**src/rtl/add_share_pkg.sv**
```systemverilog
// add_share_pkg: shared types, default sizes and round-robin pick for add_share_arb.
package add_share_pkg;
    typedef enum logic [1:0] {IDLE, ISSUE, WAIT, RESP} state_t;
    localparam int DEF_NUM_REQ = 4;
    localparam int DEF_DW = 2;
    localparam int DEF_LAT = 1;
    // First set bit of valid at or above ptr, wrapping at n; callers size-limit to 8 requesters.
    function automatic logic [2:0] rr_pick(input logic [7:0] valid, input logic [2:0] ptr, input logic [3:0] n);
        logic [2:0] pick;
        logic [3:0] idx;
        logic found;
        pick = '0;
        found = 1'b0;
        for (int k = 0; k < 8; k++) begin
            idx = {1'b0, ptr} + 4'(k);
            if (idx >= n) idx = idx - n;
            if (4'(k) < n && !found && valid[idx[2:0]]) begin
                pick = idx[2:0];
                found = 1'b1;
            end
        end
        return pick;
    endfunction
endpackage

```
**src/rtl/add_share_pipe.sv**
```systemverilog
// add_share_pipe: LAT-stage registered adder, DW-bit operands, DW+1-bit result.
module add_share_pipe #(
    parameter int DW  = 2,
    parameter int LAT = 1
) (
    input  logic          clk,
    input  logic          rst,
    input  logic [DW-1:0] a,
    input  logic [DW-1:0] b,
    output logic [DW:0]   sum
);
    logic [DW:0] stage [LAT];
    always_ff @(posedge clk or posedge rst) begin
        if (rst) begin
            for (int i = 0; i < LAT; i++) stage[i] <= '0;
        end else begin
            stage[0] <= {1'b0, a} + {1'b0, b};
            for (int i = 1; i < LAT; i++) stage[i] <= stage[i-1];
        end
    end
    assign sum = stage[LAT-1];
endmodule

```
**src/rtl/add_share_arb.sv**
```systemverilog
// add_share_arb: round-robin sequencer sharing one registered adder among NUM_REQ requesters.
// Define ADD_SHARE_ARB_SAT_EN to saturate rsp_sum on overflow instead of wrapping.
module add_share_arb
    import add_share_pkg::*;
#(
    parameter int NUM_REQ = DEF_NUM_REQ,
    parameter int DW      = DEF_DW,
    parameter int LAT     = DEF_LAT,
    parameter int IDW     = $clog2(NUM_REQ)
) (
    input  logic                  clk,
    input  logic                  rst,
    input  logic [NUM_REQ-1:0]    req_valid,
    output logic [NUM_REQ-1:0]    req_ready,
    input  logic [NUM_REQ*DW-1:0] req_a,
    input  logic [NUM_REQ*DW-1:0] req_b,
    output logic                  rsp_valid,
    input  logic                  rsp_ready,
    output logic [IDW-1:0]        rsp_id,
    output logic [DW-1:0]         rsp_sum,
    output logic                  rsp_carry
);
    localparam int CW = LAT > 1 ? $clog2(LAT) : 1;
    state_t state, state_nx;
    logic [IDW-1:0] ptr, g, g_q;
    logic [DW-1:0] a_q, b_q, add_a, add_b, res_sum;
    logic [DW:0] add_out;
    logic [CW-1:0] cnt;
    logic any_req;

    assign any_req = |req_valid;
    assign g = IDW'(rr_pick(8'(req_valid), 3'(ptr), 4'(NUM_REQ)));

    add_share_pipe #(.DW(DW), .LAT(LAT)) u_pipe (
        .clk (clk),
        .rst (rst),
        .a   (add_a),
        .b   (add_b),
        .sum (add_out)
    );

`ifdef ADD_SHARE_ARB_SAT_EN
    assign res_sum = add_out[DW] ? '1 : add_out[DW-1:0];
`else
    assign res_sum = add_out[DW-1:0];
`endif

    always_ff @(posedge clk or posedge rst) begin
        if (rst) state <= IDLE;
        else     state <= state_nx;
    end

    always_comb begin
        state_nx = state;
        case (state)
            IDLE:    state_nx = any_req ? ISSUE : IDLE;
            ISSUE:   state_nx = WAIT;
            WAIT:    state_nx = cnt == '0 ? RESP : WAIT;
            default: state_nx = rsp_ready ? IDLE : RESP;
        endcase
    end

    // rst gates the grant so no requester sees ready while the block is held in reset
    always_comb begin
        req_ready = (state == IDLE && any_req && !rst) ? NUM_REQ'(1) << g : '0;
        rsp_valid = state == RESP;
        add_a     = state == ISSUE ? a_q : '0;
        add_b     = state == ISSUE ? b_q : '0;
    end

    always_ff @(posedge clk or posedge rst) begin
        if (rst) begin
            ptr       <= '0;
            g_q       <= '0;
            a_q       <= '0;
            b_q       <= '0;
            cnt       <= '0;
            rsp_id    <= '0;
            rsp_sum   <= '0;
            rsp_carry <= 1'b0;
        end else begin
            if (state == IDLE && any_req) begin
                a_q <= req_a[g*DW +: DW];
                b_q <= req_b[g*DW +: DW];
                g_q <= g;
            end
            if (state == ISSUE) cnt <= CW'(LAT - 1);
            else if (state == WAIT && cnt != '0) cnt <= cnt - 1'b1;
            if (state == WAIT && cnt == '0) begin
                rsp_carry <= add_out[DW];
                rsp_sum   <= res_sum;
                rsp_id    <= g_q;
            end
            if (state == RESP && rsp_ready) ptr <= g_q == IDW'(NUM_REQ - 1) ? '0 : g_q + 1'b1;
        end
    end
endmodule

```
**config.mk**
```make
export PLATFORM = sky130hd
export DESIGN_NAME = add_share_arb
export DESIGN_NICKNAME = d
export VERILOG_FILES = /design/src/rtl/add_share_pkg.sv /design/src/rtl/add_share_pipe.sv /design/src/rtl/add_share_arb.sv
export SDC_FILE = /design/constraint.sdc
export NUM_CORES = 1
export LEC_CHECK = 0
export CORE_MARGIN = 2
export CORE_UTILIZATION = 48
export CTS_CLUSTER_SIZE = 24
export DETAILED_ROUTE_END_ITERATION = 8
export PLACE_DENSITY = 0.83
export SLEW_MARGIN = 20
export SYNTH_ARGS = -nofsm -noshare
export SYNTH_HDL_FRONTEND = slang
export SYNTH_SLANG_ARGS = --single-unit
```
**constraint.sdc**
```tcl
create_clock -name clk -period 3.7 [get_ports clk]
set_input_delay 0.37 -clock clk [delete_from_list [all_inputs] [get_ports clk]]
set_output_delay 0.37 -clock clk [all_outputs]
set_load 0.01 [all_outputs]
```
==> impl_metrics.env, run 1 <==
export IMPL_path_class="in2out"
export IMPL_crit_path_start="req_valid[1]"
export IMPL_layout_drive_gt1_share_pct=9.60
export IMPL_ys_seq_area_share_pct=46.7
export IMPL_antenna_left=0
export IMPL_core_area_um2=1980
export IMPL_setup_ws_ps=719
export IMPL_finalSetupViolations=0
export IMPL_multiInputGateArea_um2=499
export IMPL_cp_depth=7
export IMPL_synthesis_nets=121
export IMPL_grt_max_degree=20
export IMPL_regArea_um2=475
export IMPL_status="completed"
export IMPL_maxCapViolations=0
export IMPL_clock_root_buffer="clkbuf_4"
export IMPL_syn_avg_cell_area_um2=11.2
export IMPL_power_uw=858
export IMPL_path_delay_family="buffers and inverters"
export IMPL_grt_setup_unrepaired="false"
export IMPL_cts_hold_buf=0
export IMPL_hold_class="reg2reg"
export IMPL_fin_cells=152
export IMPL_grt_overflow=0
export IMPL_endpoint_kind="output port"
export IMPL_power_density_nw_per_um2=619
export IMPL_synth_xor_area_share_pct=0
export IMPL_syn_inst=91
export IMPL_clk_pin_slew_ps=100
export IMPL_finalCritPeriodShare_pct=80.6
export IMPL_fillers=153
export IMPL_first_pass_iters=4
export IMPL_grt_pass1_vias=834
export IMPL_dp_cells=148
export IMPL_yosys_area_share_adder_pct=9.35
export IMPL_skew_ps=3.05
export IMPL_die_x_um=50.0
export IMPL_insertedDiodeCount=0
export IMPL_cts_tree="built"
export IMPL_die_area_um2=2500
export IMPL_leakagePower_uw=0.000640
export IMPL_max_stage_delay_ps=580
export IMPL_r2r_start="ptr[0]$_DFFE_PP0P_"
export IMPL_gr_usage_all_layers_pct=18.7
export IMPL_grt_antenna_before_repair=0
export IMPL_syn_to_final_growth_pct=36.3
export IMPL_synth_area_um2=1020
export IMPL_cts_resized=0
export IMPL_drc=0
export IMPL_tightest_slew_ps=695
export IMPL_route_detailed_wl_per_inst_um=12.7
export IMPL_wl_um=1940
export IMPL_crit_chain="clkdlybuf4s50_1 -> nand2b_1 -> a21oi_1 -> o32a_1 -> inv_1 -> nor4_1 -> clkdlybuf4s50_1"
export IMPL_worstPathRequired_ps=3330
export IMPL_ys_seq_elements=19
export IMPL_netlist_cell_type_count=27
export IMPL_cts_sinks=19
export IMPL_clock_fmax_ghz=0.335
export IMPL_synth_compound_area_share_pct=10.9
export IMPL_finalCriticalPeriod_ps=2980
export IMPL_drv_slew=0
export IMPL_dpl_hpwl_um=1620
export IMPL_cp_arrival_ps=2610
export IMPL_muxShareOfSynthArea_pct=15.5
export IMPL_yosys_area_share_simple_pct=13.3
export IMPL_initial_core_util_pct=51.3
export IMPL_ios=33
export IMPL_rows=16
export IMPL_gp_congestion=0.734
export IMPL_fin_tns_setup_ps=0
export IMPL_timing_rr_end="a_q[1]$_DFFE_PP0P_"
export IMPL_synth_top_family_by_area="multiplexers"
export IMPL_path_max_fanout=11
export IMPL_cts_buffers=3
export IMPL_portBuffers=32
export IMPL_worst_path_max_delay_cell="clkdlybuf4s50_1"
export IMPL_r2r_cells=4
export IMPL_regToRegSetupSlack_ps=2030
export IMPL_final_cell_mix="clkdlybuf4s50_1, dfrtp_1, nand2_1"
export IMPL_drtIter0Drc=8
export IMPL_h_tree_depth=1
export IMPL_vias=782
export IMPL_cp_start_kind="input pin"
export IMPL_critPathBufInv=3
export IMPL_final_common_cell="clkdlybuf4s50_1"
export IMPL_endpoint="req_ready[3]"
export IMPL_vdd_drop_max_mv=0.321
export IMPL_nNetsFinal=156
export IMPL_yosys_warnings=0
export IMPL_grt_pass1_wl_um=3500
export IMPL_hold_viol_final=0
export IMPL_clockBufferDepth=2
export IMPL_dieHeight_um=50.0
export IMPL_place_ws_ps=743
export IMPL_cp_common_cell="clkdlybuf4s50_1"
export IMPL_via_per_inst=5.14
export IMPL_post_cts_buffers=0
export IMPL_worstSkewPairLatency_ps=290
export IMPL_relSlewSlack_pct=53.6
==> cell type report <==
| type | instances | area share [%] |
|---|---|---|
| inverter | 6 | 1.62 |
| clock inverter | 1 | 0.361 |
| multi-input combinational | 63 | 36.0 |
| sequential | 19 | 34.3 |
| tap | 27 | 2.44 |
| timing repair buffer | 33 | 23.6 |
| clock buffer | 3 | 1.62 |
==> through the flow <==
stage	cell area, um2	utilization, %	hold WS, ps
floorplan	1020	-	321
global placement	1360	68.6	458
detailed placement	1360	68.6	462
CTS	1390	69.9	487
global route	1390	69.9	510
finish	1390	69.9	484
==> where the power goes <==
part / internal (uW) / total [uW] / switching, uW
Clock: 40.1 / 102 / 61.8
Combinational: 216 / 418 / 202
Sequential: 287 / 337 / 50.4
==> worst min path at each step <==
stage / start / slack, ps / depth (start not counted) / endpoint
2_1_floorplan: rst / 320 / 1 / a_q[0]$_DFFE_PP0P_
3_3_place_gp: u_pipe.sum[2]$_DFF_PP0_ / 460 / 1 / rsp_carry$_DFFE_PP0P_
3_5_place_dp: u_pipe.sum[1]$_DFF_PP0_ / 460 / 1 / rsp_sum[1]$_DFFE_PP0P_
4_1_cts: u_pipe.sum[1]$_DFF_PP0_ / 490 / 1 / rsp_sum[1]$_DFFE_PP0P_
5_1_grt: u_pipe.sum[2]$_DFF_PP0_ / 510 / 1 / rsp_carry$_DFFE_PP0P_
6_report: u_pipe.sum[1]$_DFF_PP0_ / 480 / 1 / rsp_sum[1]$_DFFE_PP0P_
==> worst reg2reg max path, delay by kind of cell (launching register included) <==
family          cells  cell delay (ps)
compound gates      2              680
flops               1              420
mux                 1              270
simple gates        1              170
==> metal layers <==
metal / wire length [um] / track usage, %
met5: 0 / 0
met4: 27 / 6.94
met3: 83 / 2.73
met2: 1030 / 34.4
met1: 791 / 21.4
==> cells by family after synthesis <==
| group | after synthesis |
|---|---|
| AOI/OAI and AO/OA | 14 |
| adders and majority gates | 7 |
| buffers and inverters | 9 |
| DFF | 19 |
| muxes | 15 |
| and+or+nand+nor | 27 |
==> registers in the layout, summed over array words and instances, names as in the netlist <==
| signal | cells |
|---|---|
| rsp_sum | 2 |
| ptr | 2 |
| cnt | 1 |
| u_pipe.sum | 3 |
| rsp_id | 2 |
| state | 2 |
| g_q | 2 |
| a_q | 2 |
| b_q | 2 |
| rsp_carry | 1 |
==> synthesized netlist by cell type <==
library cell	instances	area share, %
o21ai_1	1	0.49
nor2_1	4	1.5
o31ai_1	1	0.74
o221ai_1	4	3.4
clkbuf_1	1	0.37
nor4_1	2	1.2
or2_1	1	0.62
and2_1	4	2.5
o32a_1	1	0.98
dfrtp_1	19	47
nand2b_1	2	1.2
ha_1	6	7.4
a21oi_1	2	0.98
buf_6	1	1.1
fa_1	1	2.0
nor3b_1	1	0.74
buf_2	1	0.49
mux2_2	6	6.6
o41ai_1	1	0.86
o221ai_2	1	1.5
a21boi_0	1	0.74
a21boi_1	1	0.74
inv_1	6	2.2
nand2_1	10	3.7
nor2b_1	3	1.8
mux2i_1	9	8.9
o21ai_0	1	0.49
Note: power is estimated with default switching activity, not from simulation.
==> inputs of run 2 (changes only) <==
- CORE_UTILIZATION: 48 -> 45
- PLACE_DENSITY: 0.83 -> 0.78
- clock period: 3.7 -> 2.8 ns (I/O delays scaled with it)
==> run 2 against run 1 <==
Worst setup slack got worse by 420 ps. Register-to-register slack got worse by 900 ps. Die area increased by 6.1%. First-iteration DRC count rose by 25%. Via count increased by 2.7%. Hold slack worse by 5.4 ps. Combinational power rose by 36%. Sequential share of layout area is 0.18 points lower.
==> impl_metrics.env, run 2 (synthesis gave the netlist of run 1 again) <==
export IMPL_clk_pin_slew_ps=100
export IMPL_core_area_um2=2170
export IMPL_final_cell_mix="clkdlybuf4s50_1, dfrtp_1, nand2_1"
export IMPL_maxCapViolations=0
export IMPL_worstPathRequired_ps=2520
export IMPL_hold_class="in2async"
export IMPL_cp_arrival_ps=2220
export IMPL_via_per_inst=5.21
export IMPL_dpl_hpwl_um=1630
export IMPL_power_switching_uw=420
export IMPL_cts_tree="built"
export IMPL_skew_ps=3.50
export IMPL_antenna_left=0
export IMPL_dieHeight_um=51.5
export IMPL_leakagePower_uw=0.000642
export IMPL_place_ws_ps=303
export IMPL_h_tree_depth=1
export IMPL_grt_antenna_before_repair=0
export IMPL_endpoint_kind="output port"
export IMPL_clockBufferDepth=2
export IMPL_drtIter0Drc=10
export IMPL_gp_congestion=0.716
export IMPL_tightest_slew_ps=712
export IMPL_post_cts_buffers=0
export IMPL_gr_usage_all_layers_pct=18.4
export IMPL_syn_to_final_growth_pct=37.0
export IMPL_comb_power_share_pct=49.5
export IMPL_crit_chain="clkdlybuf4s50_1 -> nand2b_1 -> a21boi_1 -> o221ai_2 -> nor4_1 -> clkdlybuf4s50_1"
export IMPL_rows=17
export IMPL_status="completed"
export IMPL_initial_core_util_pct=46.9
export IMPL_cts_hold_buf=0
export IMPL_r2r_cells=4
export IMPL_vdd_drop_max_mv=0.542
export IMPL_grt_max_degree=20
export IMPL_cts_resized=0
export IMPL_final_common_cell="clkdlybuf4s50_1"
export IMPL_worst_path_max_delay_cell="clkdlybuf4s50_1"
export IMPL_portBuffers=32
export IMPL_seq_power_share_pct=39.0
export IMPL_grt_overflow=0
export IMPL_grt_pass1_wl_um=3640
export IMPL_largest_reg_flops=3
export IMPL_finalSetupViolations=0
export IMPL_worstSkewPairLatency_ps=290
export IMPL_cts_sinks=19
export IMPL_finalCritPeriodShare_pct=89.2
export IMPL_hold_viol_final=0
export IMPL_relSlewSlack_pct=51.9
export IMPL_path_class="in2out"
export IMPL_setup_ws_ps=302
export IMPL_timing_rr_end="rsp_id[0]$_DFFE_PP0P_"
export IMPL_fin_tns_setup_ps=0
export IMPL_r2r_start="state[0]$_DFF_PP0_"
export IMPL_max_stage_delay_ps=590
export IMPL_layout_drive_gt1_share_pct=9.52
export IMPL_grt_pass1_vias=836
export IMPL_insertedDiodeCount=0
export IMPL_regToRegSetupSlack_ps=1130
export IMPL_route_detailed_wl_per_inst_um=13.3
export IMPL_first_pass_iters=4
export IMPL_clock_root_buffer="clkbuf_4"
export IMPL_die_area_um2=2660
export IMPL_cp_common_cell="clkdlybuf4s50_1"
export IMPL_vias=803
export IMPL_cp_start_kind="input pin"
export IMPL_path_max_fanout=5
export IMPL_wl_um=2040
export IMPL_swShare_pct=36.6
export IMPL_die_x_um=51.5
export IMPL_power_density_nw_per_um2=823
export IMPL_drc=0
export IMPL_cts_buffers=3
export IMPL_clock_fmax_ghz=0.400
export IMPL_internal_power_uw=728
export IMPL_finalCriticalPeriod_ps=2500
export IMPL_clkPwrFrac_pct=11.6
export IMPL_nNetsFinal=157
export IMPL_ios=33
export IMPL_drv_slew=0
export IMPL_grt_setup_unrepaired="false"
-- run 2: changes by cell type in the layout (fill, tap and decap cells not counted), sizes merged --
cell    delta
clkinv     -1
clkbuf     +1
buf        +1
-- run 2: power by group through the flow --
stage,registers [uW],logic (uW),clock network (uW)
after floorplan,445,379,0
after global placement,447,553,0
after detailed placement,455,572,0
after CTS,449,580,135
after global routing,463,643,150
final,447,568,133
-- run 2: worst max path at each step --
| stage | start | endpoint | slack (ps) | depth (start not counted) |
|---|---|---|---|---|
| 2_1_floorplan | ptr[0]$_DFFE_PP0P_ | req_ready[3] | 1230 | 5 |
| 3_3_place_gp | req_valid[1] | req_ready[0] | 390 | 7 |
| 3_5_place_dp | req_valid[1] | req_ready[3] | 300 | 6 |
| 4_1_cts | req_valid[1] | req_ready[3] | 290 | 6 |
| 5_1_grt | req_valid[3] | req_ready[0] | 110 | 6 |
| 6_report | req_valid[1] | req_ready[3] | 300 | 6 |
-- run 2: stage by stage --
stage	hold WS [ps]	area, um2	cells	utilization (%)	total power (uW)
6_report	479	1390	154	64.2	1150
5_1_grt	508	1390	154	64.2	1260
4_1_cts	496	1390	154	64.2	1160
3_5_place_dp	469	1370	150	63.0	1030
3_3_place_gp	462	1370	150	63.0	1000
2_1_floorplan	231	1020	91	-	824
-- run 2: routing by layer --
layer / part of all wire (%) / up-vias / GRT usage, % / wire length [um]
met4: 0 / 0 / 3.51 / 0
met2: 56 / 23 / 34.4 / 1140
met3: 4.8 / 0 / 4.02 / 98
li1: - / 389 / - / -
met1: 40 / 391 / 21.5 / 808
met5: 0 / - / 0 / 0
-- run 2: cell type report --
class	count	area, um2
fillers	190	776
inverters	6	22.5
well taps	28	35.0
clock buffers	4	26.3
flip-flops and latches	19	475
repair buffers	34	335
multi-input cells	63	499
-- run 2: critical path, delay by kind of cell --
family / cells / cell delay, ps
AOI/OAI and AO/OA: 2 / 380
buffers and inverters: 2 / 1130
and+or+nand+nor: 2 / 440
